**config.mk**
```make
export PLATFORM = sky130hd
export DESIGN_NAME = mem_access_unit
export DESIGN_NICKNAME = d
export VERILOG_FILES = /design/src/rtl/riscv_pkg.sv /design/src/rtl/load_extend.sv /design/src/rtl/mem_access_unit.sv
export SDC_FILE = /design/constraint.sdc
export NUM_CORES = 1
export LEC_CHECK = 0
export ABC_AREA = 1
export ABC_CLOCK_PERIOD_IN_PS = 2300
export CAP_MARGIN = 20
export CORE_ASPECT_RATIO = 1.25
export CORE_MARGIN = 10
export CORE_UTILIZATION = 46
export CTS_CLUSTER_DIAMETER = 30
export DETAILED_ROUTE_END_ITERATION = 10
export PLACE_DENSITY = 0.92
export RECOVER_POWER = 100
export SETUP_SLACK_MARGIN = 0.3
export SYNTH_ARGS = -nofsm -noshare
export SYNTH_HDL_FRONTEND = slang
export SYNTH_SLANG_ARGS = --single-unit
```
**constraint.sdc**
```tcl
create_clock -name clk -period 2.3 [get_ports clk]
set_input_delay 0.23 -clock clk [delete_from_list [all_inputs] [get_ports clk]]
set_output_delay 0.23 -clock clk [all_outputs]
set_load 0.02 [all_outputs]
```
**src/rtl/riscv_pkg.sv**
```systemverilog
// ============================================================================
// riscv_pkg : shared RV32I constants, LSU state encoding and access checks
// Rev 1.0
// ============================================================================
`default_nettype none

package riscv_pkg;

  localparam int XLEN = 32;

  // Load/store funct3 encodings
  localparam logic [2:0] LB  = 3'd0;
  localparam logic [2:0] LH  = 3'd1;
  localparam logic [2:0] LW  = 3'd2;
  localparam logic [2:0] LBU = 3'd4;
  localparam logic [2:0] LHU = 3'd5;
  localparam logic [2:0] SB  = 3'd0;
  localparam logic [2:0] SH  = 3'd1;
  localparam logic [2:0] SW  = 3'd2;

  typedef enum logic [1:0] {
    LSU_IDLE = 2'd0,
    LSU_REQ  = 2'd1,
    LSU_WAIT = 2'd2,
    LSU_DONE = 2'd3
  } lsu_state_e;

  // High when the access can never reach memory: bad funct3 or misaligned.
  function automatic logic access_bad(input logic       we,
                                      input logic [2:0] funct3,
                                      input logic [1:0] addr_lo);
    logic illegal;
    logic misaligned;
    if (we) begin
      illegal = (funct3 >= 3'd3);
    end else begin
      illegal = (funct3 == 3'd3) || (funct3 == 3'd6) || (funct3 == 3'd7);
    end
    case (funct3[1:0])
      2'd1:    misaligned = addr_lo[0];
      2'd2:    misaligned = (addr_lo != 2'd0);
      default: misaligned = 1'b0;
    endcase
    return illegal || misaligned;
  endfunction

endpackage

`default_nettype wire

```
**src/rtl/load_extend.sv**
```systemverilog
// ============================================================================
// load_extend : lane extraction and sign/zero extension of a loaded word
// Rev 1.0
// ============================================================================
`default_nettype none

module load_extend
  import riscv_pkg::*;
(
  input  logic [XLEN-1:0] rdata,
  input  logic [1:0]      addr_lo,
  input  logic [2:0]      funct3,
  output logic [XLEN-1:0] data
);

  logic [XLEN-1:0] w_shift;

  // Move the addressed byte lane down to bit 0
  assign w_shift = rdata >> {addr_lo, 3'b000};

  always_comb begin
    data = w_shift;
    case (funct3)
      LB:      data = {{(XLEN-8){w_shift[7]}},   w_shift[7:0]};
      LH:      data = {{(XLEN-16){w_shift[15]}}, w_shift[15:0]};
      LBU:     data = {{(XLEN-8){1'b0}},         w_shift[7:0]};
      LHU:     data = {{(XLEN-16){1'b0}},        w_shift[15:0]};
      default: data = w_shift;
    endcase
  end

endmodule

`default_nettype wire

```
**src/rtl/mem_access_unit.sv**
```systemverilog
// ============================================================================
// mem_access_unit : load/store unit with byte-lane steering, misalignment
//                   detection, req/gnt/rvalid memory handshake and timeout
// Rev 1.0
// ============================================================================
`default_nettype none

module mem_access_unit
  import riscv_pkg::*;
#(
  parameter int ADDR_W      = 32,
  parameter int TIMEOUT_CYC = 255
) (
  input  logic              clk,
  input  logic              rst_n,
  input  logic              req_valid,
  input  logic              req_we,
  input  logic [2:0]        req_funct3,
  input  logic [ADDR_W-1:0] req_addr,
  input  logic [XLEN-1:0]   req_wdata,
  output logic              req_ready,
  output logic              rsp_valid,
  output logic [XLEN-1:0]   rsp_rdata,
  output logic              rsp_err,
  output logic              mem_req,
  output logic              mem_we,
  output logic [ADDR_W-1:0] mem_addr,
  output logic [3:0]        mem_be,
  output logic [XLEN-1:0]   mem_wdata,
  input  logic              mem_gnt,
  input  logic              mem_rvalid,
  input  logic [XLEN-1:0]   mem_rdata
);

  // Counter value on the last cycle allowed in REQ+WAIT
  localparam logic [7:0] c_timeout_last = 8'(TIMEOUT_CYC - 1);

  lsu_state_e        r_state;
  lsu_state_e        w_next;
  logic              r_we;
  logic [2:0]        r_funct3;
  logic [ADDR_W-1:0] r_addr;
  logic [XLEN-1:0]   r_wdata;
  logic [XLEN-1:0]   r_rdata;
  logic              r_err;
  logic [7:0]        r_cnt;
  logic              w_bad;
  logic              w_timeout;
  logic [XLEN-1:0]   w_ext;
  logic [3:0]        w_be;
  logic [XLEN-1:0]   w_wdata;

  assign w_bad     = access_bad(req_we, req_funct3, req_addr[1:0]);
  assign w_timeout = (r_cnt == c_timeout_last);

  load_extend u_load_extend (
    .rdata   (mem_rdata),
    .addr_lo (r_addr[1:0]),
    .funct3  (r_funct3),
    .data    (w_ext)
  );

  always_ff @(posedge clk or negedge rst_n) begin
    if (!rst_n) begin
      r_state <= LSU_IDLE;
    end else begin
      r_state <= w_next;
    end
  end

  // Completion events take priority over a timeout in the same cycle
  always_comb begin
    w_next = r_state;
    case (r_state)
      LSU_IDLE: begin
        if (req_valid) begin
          w_next = w_bad ? LSU_DONE : LSU_REQ;
        end
      end
      LSU_REQ: begin
        if (mem_gnt) begin
          w_next = r_we ? LSU_DONE : LSU_WAIT;
        end else if (w_timeout) begin
          w_next = LSU_DONE;
        end
      end
      LSU_WAIT: begin
        if (mem_rvalid || w_timeout) begin
          w_next = LSU_DONE;
        end
      end
      LSU_DONE: w_next = LSU_IDLE;
      default:  w_next = LSU_IDLE;
    endcase
  end

  always_ff @(posedge clk or negedge rst_n) begin
    if (!rst_n) begin
      r_we     <= 1'b0;
      r_funct3 <= 3'd0;
      r_addr   <= '0;
      r_wdata  <= '0;
      r_rdata  <= '0;
      r_err    <= 1'b0;
      r_cnt    <= 8'd0;
    end else begin
      case (r_state)
        LSU_IDLE: begin
          if (req_valid) begin
            r_we     <= req_we;
            r_funct3 <= req_funct3;
            r_addr   <= req_addr;
            r_wdata  <= req_wdata;
            r_cnt    <= 8'd0;
            r_err    <= w_bad;
            if (w_bad) begin
              r_rdata <= '0;
            end
          end
        end
        LSU_REQ: begin
          r_cnt <= r_cnt + 8'd1;
          if (!mem_gnt && w_timeout) begin
            r_err <= 1'b1;
          end
        end
        LSU_WAIT: begin
          r_cnt <= r_cnt + 8'd1;
          if (mem_rvalid) begin
            r_rdata <= w_ext;
          end else if (w_timeout) begin
            r_err <= 1'b1;
          end
        end
        default: ;
      endcase
    end
  end

  // Store steering: byte and half data are replicated across all lanes
  always_comb begin
    w_be    = 4'b1111;
    w_wdata = r_wdata;
    case (r_funct3[1:0])
      2'd0: begin
        w_be    = 4'b0001 << r_addr[1:0];
        w_wdata = {4{r_wdata[7:0]}};
      end
      2'd1: begin
        w_be    = r_addr[1] ? 4'b1100 : 4'b0011;
        w_wdata = {2{r_wdata[15:0]}};
      end
      default: ;
    endcase
  end

  assign req_ready = (r_state == LSU_IDLE);
  assign mem_req   = (r_state == LSU_REQ);
  assign mem_we    = mem_req && r_we;
  assign mem_addr  = mem_req ? {r_addr[ADDR_W-1:2], 2'b00} : '0;
  assign mem_be    = mem_req ? w_be : 4'b0000;
  assign mem_wdata = mem_req ? w_wdata : '0;
  assign rsp_valid = (r_state == LSU_DONE);
  assign rsp_err   = rsp_valid && r_err;
  assign rsp_rdata = r_rdata;

endmodule

`default_nettype wire

```
=== Yosys cells after proc, flatten, opt, wreduce, memory -nomap -nowiden ===
Index checks and enable logic that the tools add are counted.

* Bits in registers: 111
* Bits of input ports: 105
* Output and inout port bits: 105
* Logic and storage cells: 81

* Add/subtract/negate cells: 1
* $lt $le $gt $ge: 1
* Equal/unequal tests: 21
* Shift-type cells: 2
* Mux-type cells: 27
* Reduce and logical (&&, ||, !) cells: 21

{| class="wikitable"
|+ Operators by type and width
! operator !! count
|-
| 32-bit 2-to-1 mux || 5
|-
| 32-bit one-hot mux with 2 select lines || 2
|-
| 32-bit one-hot mux with 4 select lines || 1
|-
| 32-bit by 5-bit >> shifter with 32-bit output || 1
|-
| 8-bit one-hot mux with 2 select lines || 1
|-
| 3-bit == test (second input constant) || 4
|-
| 2-bit 2-to-1 mux || 5
|-
| 2-bit != test (second input constant) || 5
|-
| 8-bit by 1-bit adder with 8-bit output (second input constant) || 1
|-
| 8-bit == test (second input constant) || 1
|-
| 4-bit 2-to-1 mux || 2
|-
| 8-bit 2-to-1 mux || 1
|-
| 2-bit one-hot mux with 4 select lines || 1
|-
| 4-bit one-hot mux with 2 select lines || 1
|-
| 2-bit by 1-bit == test with 1-bit output (second input constant) || 3
|-
| 2-bit == test (second input constant) || 3
|-
| 1-bit 2-to-1 mux || 6
|-
| 2-bit nonzero test || 3
|-
| 5-bit AND reduction || 1
|-
| 2-bit logical NOT || 2
|-
| 1-bit logical OR || 4
|-
| 2-bit by 1-bit != test with 1-bit output (second input constant) || 2
|-
| 2-bit AND reduction || 2
|-
| 4-bit AND reduction || 1
|-
| other kinds (13) || 15
|}

=== Longest topological paths before layout ===
Gate-level depths: netlist of the first run.

* Depth after elaboration: 8
* Depth in mapped cells: 11

=== By module ===
From an unflattened synthesis of the first run, not the netlist that was laid out.

* Cells, all modules: 896
* Area, all modules: 6493.7 um^2

{| class="wikitable"
|+ Modules (own cells, without submodules)
! module !! instances !! cells an instance !! area each (um^2)
|-
| mem_access_unit || 1 || 738 || 5572.8
|-
| load_extend || 1 || 158 || 920.9
|}

=== Worst setup path after synthesis of the first run ===
No wires, ideal clock.

* Path type: register to output
* Start: reg r_state[1]
* End: out mem_wdata[23]
* Data arrival time: 1740 ps
* Data required time: 2070 ps
* Setup slack: 330 ps
* Cell stages (with the launch flop): 7
* Path through: dfrtp_1 > inv_1 > ha_1 > clkbuf_1 > clkbuf_1 > o21ai_0 > nor2_1

* Longest elaborated chain between the ends: 2

{| class="wikitable"
|+ RTL lines
! item !! RTL line !! source
|-
| from (decl) || mem_access_unit.sv:38 || <nowiki>lsu_state_e r_state;</nowiki>
|-
| from (signal assigned) || mem_access_unit.sv:67 || <nowiki>r_state <= w_next;</nowiki>
|-
| 2-bit by 1-bit == test with 1-bit output || mem_access_unit.sv:158 || <nowiki>assign mem_req = (r_state == LSU_REQ);</nowiki>
|-
| named net mem_req || mem_access_unit.sv:25 || <nowiki>output logic mem_req,</nowiki>
|-
| 32-bit 2-to-1 mux || mem_access_unit.sv:162 || <nowiki>assign mem_wdata = mem_req ? w_wdata : '0;</nowiki>
|-
| to (decl) || mem_access_unit.sv:29 || <nowiki>output logic [XLEN-1:0] mem_wdata,</nowiki>
|}

The timed path passes the listed nets, and every way through them passes these cells.

=== Worst setup path after layout of the first run ===
* Start: reg r_funct3[1]
* End: out mem_wdata[9]

* Longest elaborated chain between the ends: 3
* Elaborated cells on any way between the ends: 4
* Classes of those cells: eq/ne (1); mux (2); reduce/logical (1)

{| class="wikitable"
|+ RTL lines
! item !! RTL line !! source
|-
| from (decl) || mem_access_unit.sv:41 || <nowiki>logic [2:0] r_funct3;</nowiki>
|-
| from (signal assigned) || mem_access_unit.sv:111 || <nowiki>r_funct3 <= req_funct3;</nowiki>
|-
| 2-bit by 1-bit == test with 1-bit output / 2-bit logical NOT (equally long branches) || mem_access_unit.sv:144 || <nowiki>case (r_funct3[1:0])</nowiki>
|-
| 32-bit one-hot mux with 2 select lines (*) || mem_access_unit.sv:144 ||
|-
| 32-bit 2-to-1 mux (*) || mem_access_unit.sv:162 ||
|}

Mark *: on every way between the ends. The rest lies on a longest branch, timed or not.

==> results.yml, run 1 <==
status:
  status: "complete, no violations"
logic_synthesis:
  synth_edf_count: 0
  synthCells: 860
  postSynthAreaPerCell_um2: 7.00
  ys_top_cells_by_area: "dfrtp_1 46%, nand2_1 25%, o21ai_0 4.8%"
  synth_area_um2: 6020
  synth_top_area_share_pct: 46.1
  synthArstFlopShare_pct: 100
  yosys.area.top_type: "dfrtp_1"
  ys_seq_area_share_pct: 46.1
  ys_warn_count: 0
  synth.distinct_cells: 31
  synthTopCellsByCount: "397 x nand2_1, 111 x dfrtp_1, 62 x inv_1"
  synth_flop_cell: "dfrtp_1"
  ys_ff_latch: 111
  synth.most_common_cell: "nand2_1"
worst_setup_path:
  critPathCaptureType: "primary output"
  endpoint: "mem_wdata[9]"
  critPathKind: "reg -> out"
  cp_max_fo: 15
  r2r_cells: 8
  startpoint_type: "flop"
  regToRegSetupSlack_ns: 0.26
  cp.required_ns: 2.07
  worstReg2RegEnd: "r_addr[8]$_DFFE_PN0P_"
  rr_startpoint: "r_state[0]$_DFFE_PN0P_"
  arrival_ns: 1.86
  startpoint: "r_funct3[1]$_DFFE_PN0P_"
power:
  seqPwrFrac_pct: 30.4
  powerDensity_nw_per_um2: 1300
  pwr-share-clk_pct: 16.1
  irDropWorstVdd_mv: 0.714
  p_sw_share_pct: 47.1
  p_leak_uw: 0.00444
  p_comb_share_pct: 53.5
  switchingPower_uw: 5150
  internal_power_uw: 5780
clock_network:
  clk_pin_slew_ns: 0.08
  cts_buffers: 9
  tritoncts: "yes"
  root_buffer: "clkbuf_16"
  h-tree-depth: 3
  cts_buffer_depth: 2
  clock-sinks: 111
  insertion_delay_ns: 0.35
floorplan:
  fp.dieArea_um2: 18100
  ios: 210
  placementRows: 46
  die_w_um: 122
  core_area_um2: 12800
  die_h_um: 148
  start_util_pct: 47.1
drt:
  detail-route-antenna-nets: 0
  wl_mm: 20.9
  dr.pass1.iters: 6
  drc: 0
  via_per_inst: 5.19
  wl_per_cell_um: 17.0
  dr.first_iter.drc_count: 748
  dr_total_vias: 6377
finish:
  n_antenna_cell: 0
  fillerInstances: 1130
  drive_above_1_share_pct: 6.22
  seqCellArea_um2: 2780
  nNetsFinal: 1170
  multi_input_area_um2: 2780
  area_delta_synth_final_pct: 39.2
  fin_util_pct: 65.6
timing:
  max_freq_mhz: 479
  finalCriticalPeriod_ns: 2.09
  worstMarginPinSlew_ns: 1.29
  fin_tns_setup_ns: 0
  finalSetupViolCount: 0
  relSlewSlack_pct: 14.1
  rsz0062_at_grt: "yes"
  drv_slew: 0
  post-route-period-util_pct: 90.8
  fin_skew_ns: 0.00783
  hold_viol: 0
hold_path:
  min_path_type: "in -> reg"
  hold_start: "req_addr[26]"
placed_design:
  portBuffers: 207
  routabilityCongestion: 0.886
  hpwl_mm: 14.9
global_route:
  track_usage_pct: 22.2
  grt_pass1_wl_mm: 32.3
  grt_pass1_vias: 6308
  antenna_found_initial: 0
  grt_max_degree: 66
  grt_overflow: 0
job:
  drv_cap: 0
[cells in the final DEF (no fill, tap or decap), types with 18 or more instances in the layout]
cell type,instances
clkbuf_1,49
dfrtp_1,110
a21oi_1,47
nor2_1,45
nand2_1,396
buf_4,18
inv_1,61
clkdlybuf4s50_1,103
o21ai_0,66
dlygate4sd3_1,33
nand3_1,35
[cells by family after synthesis]
kind of cell / count (synthesis) / share of synthesized area (%)
AOI/OAI and AO/OA: 129 / 11.0
xor gates and xnor gates: 2 / 0.291
adders and majority gates: 9 / 1.87
buffers and inverters: 118 / 8.39
DFF: 111 / 46.1
other: 1 / 0.0623
and+or+nand+nor: 490 / 32.3
[per-stage QoR]
stage | setup WS (ns) | hold slack (ns) | cells | total power [µW] | area, µm²
after detailed placement | 0.129 | 0.302 | 1202 | 9370 | 8250
after floorplan | 0.330 | -0.0656 | 861 | 7050 | 6030
after global placement | 0.152 | 0.293 | 1202 | 9210 | 8250
after CTS | 0.0556 | 0.404 | 1226 | 11100 | 8620
after global routing | 0.127 | 0.408 | 1229 | 11700 | 8380
final | 0.211 | 0.405 | 1229 | 10900 | 8380
[sequential cells by signal, summed over array words and instances (netlist names)]
| name | count |
|---|---|
| r_addr | 32 |
| r_err | 1 |
| r_cnt | 8 |
| r_we | 1 |
| r_state | 2 |
| r_wdata | 32 |
| r_funct3 | 3 |
| rsp_rdata | 32 |
[routing by layer]
| metal | global-route usage, % | up-vias | part of all wire, % |
|---|---|---|---|
| met5 | 0 | - | 0 |
| met2 | 37.3 | 346 | 49 |
| li1 | - | 3065 | - |
| met3 | 8.16 | 33 | 12 |
| met1 | 25.9 | 2933 | 38 |
| met4 | 6.08 | 0 | 2.0 |
[power groups by stage]
stage          Combinational [µW]  Clock, µW  Sequential, µW
3_5_place_dp                 6050          0            3320
4_1_cts                      5960       1780            3320
3_3_place_gp                 5900          0            3310
2_1_floorplan                3780          0            3270
6_report                     5850       1760            3330
5_1_grt                      6490       1860            3400
[final cells by class]
type	count	share of cell area, %
flip-flops and latches	111	33.1
well taps	168	2.51
clock inverters	5	1.01
inverters	66	3.09
multi-input cells	632	33.2
clock buffers	11	3.01
repair buffers	236	24.0
[worst min-delay path by stage]
| stage | endpoint | slack (ns) | depth (start not counted) |
|---|---|---|---|
| 5_1_grt | r_addr[27]$_DFFE_PN0P_ | 0.41 | 3 |
| 3_5_place_dp | rsp_rdata[9]$_DFFE_PN0P_ | 0.30 | 1 |
| 2_1_floorplan | r_addr[0]$_DFFE_PN0P_ | -0.07 | 0 |
| 3_3_place_gp | rsp_rdata[12]$_DFFE_PN0P_ | 0.29 | 1 |
| 6_report | r_addr[26]$_DFFE_PN0P_ | 0.40 | 3 |
| 4_1_cts | r_addr[26]$_DFFE_PN0P_ | 0.40 | 3 |
[critical path: stages (launching register included)]
cell           delay, ns
dfrtp_1             0.41
clkinv_4            0.11
clkbuf_2            0.32
a21oi_1             0.11
nor2_1              0.19
dlygate4sd2_1       0.37
[what timing repair did]
item	CTS	global route
hold buffers	1	0
endpoints found under the setup margin	70	127
gates cloned	0	2
hold endpoints to repair	45	0
resized for setup	104	105
buffers inserted	7	1
Note: power is estimated with default switching activity, not from simulation.
==> run 2, diff against run 1 <==
--- a/config.mk
+++ b/config.mk
@@ -16,6 +16,7 @@
 export PLACE_DENSITY = 0.92
 export RECOVER_POWER = 100
 export SETUP_SLACK_MARGIN = 0.3
+export SKIP_LAST_GASP = 1
 export SYNTH_ARGS = -nofsm -noshare
 export SYNTH_HDL_FRONTEND = slang
 export SYNTH_SLANG_ARGS = --single-unit
==> results of run 2 <==
The final DEF is identical to that of run 1; final timing and power are the same.
==> run 3, diff against run 2 <==
--- a/config.mk
+++ b/config.mk
@@ -11,8 +11,10 @@
 export CORE_ASPECT_RATIO = 1.25
 export CORE_MARGIN = 10
 export CORE_UTILIZATION = 46
+export CTS_BUF_LIST = sky130_fd_sc_hd__clkbuf_4 sky130_fd_sc_hd__clkbuf_8 sky130_fd_sc_hd__clkbuf_16
 export CTS_CLUSTER_DIAMETER = 30
 export DETAILED_ROUTE_END_ITERATION = 10
+export HOLD_SLACK_MARGIN = 0.08
 export PLACE_DENSITY = 0.92
 export RECOVER_POWER = 100
 export SETUP_SLACK_MARGIN = 0.3
==> results of run 3 <==
The final DEF is identical to that of run 1; final timing and power are the same.
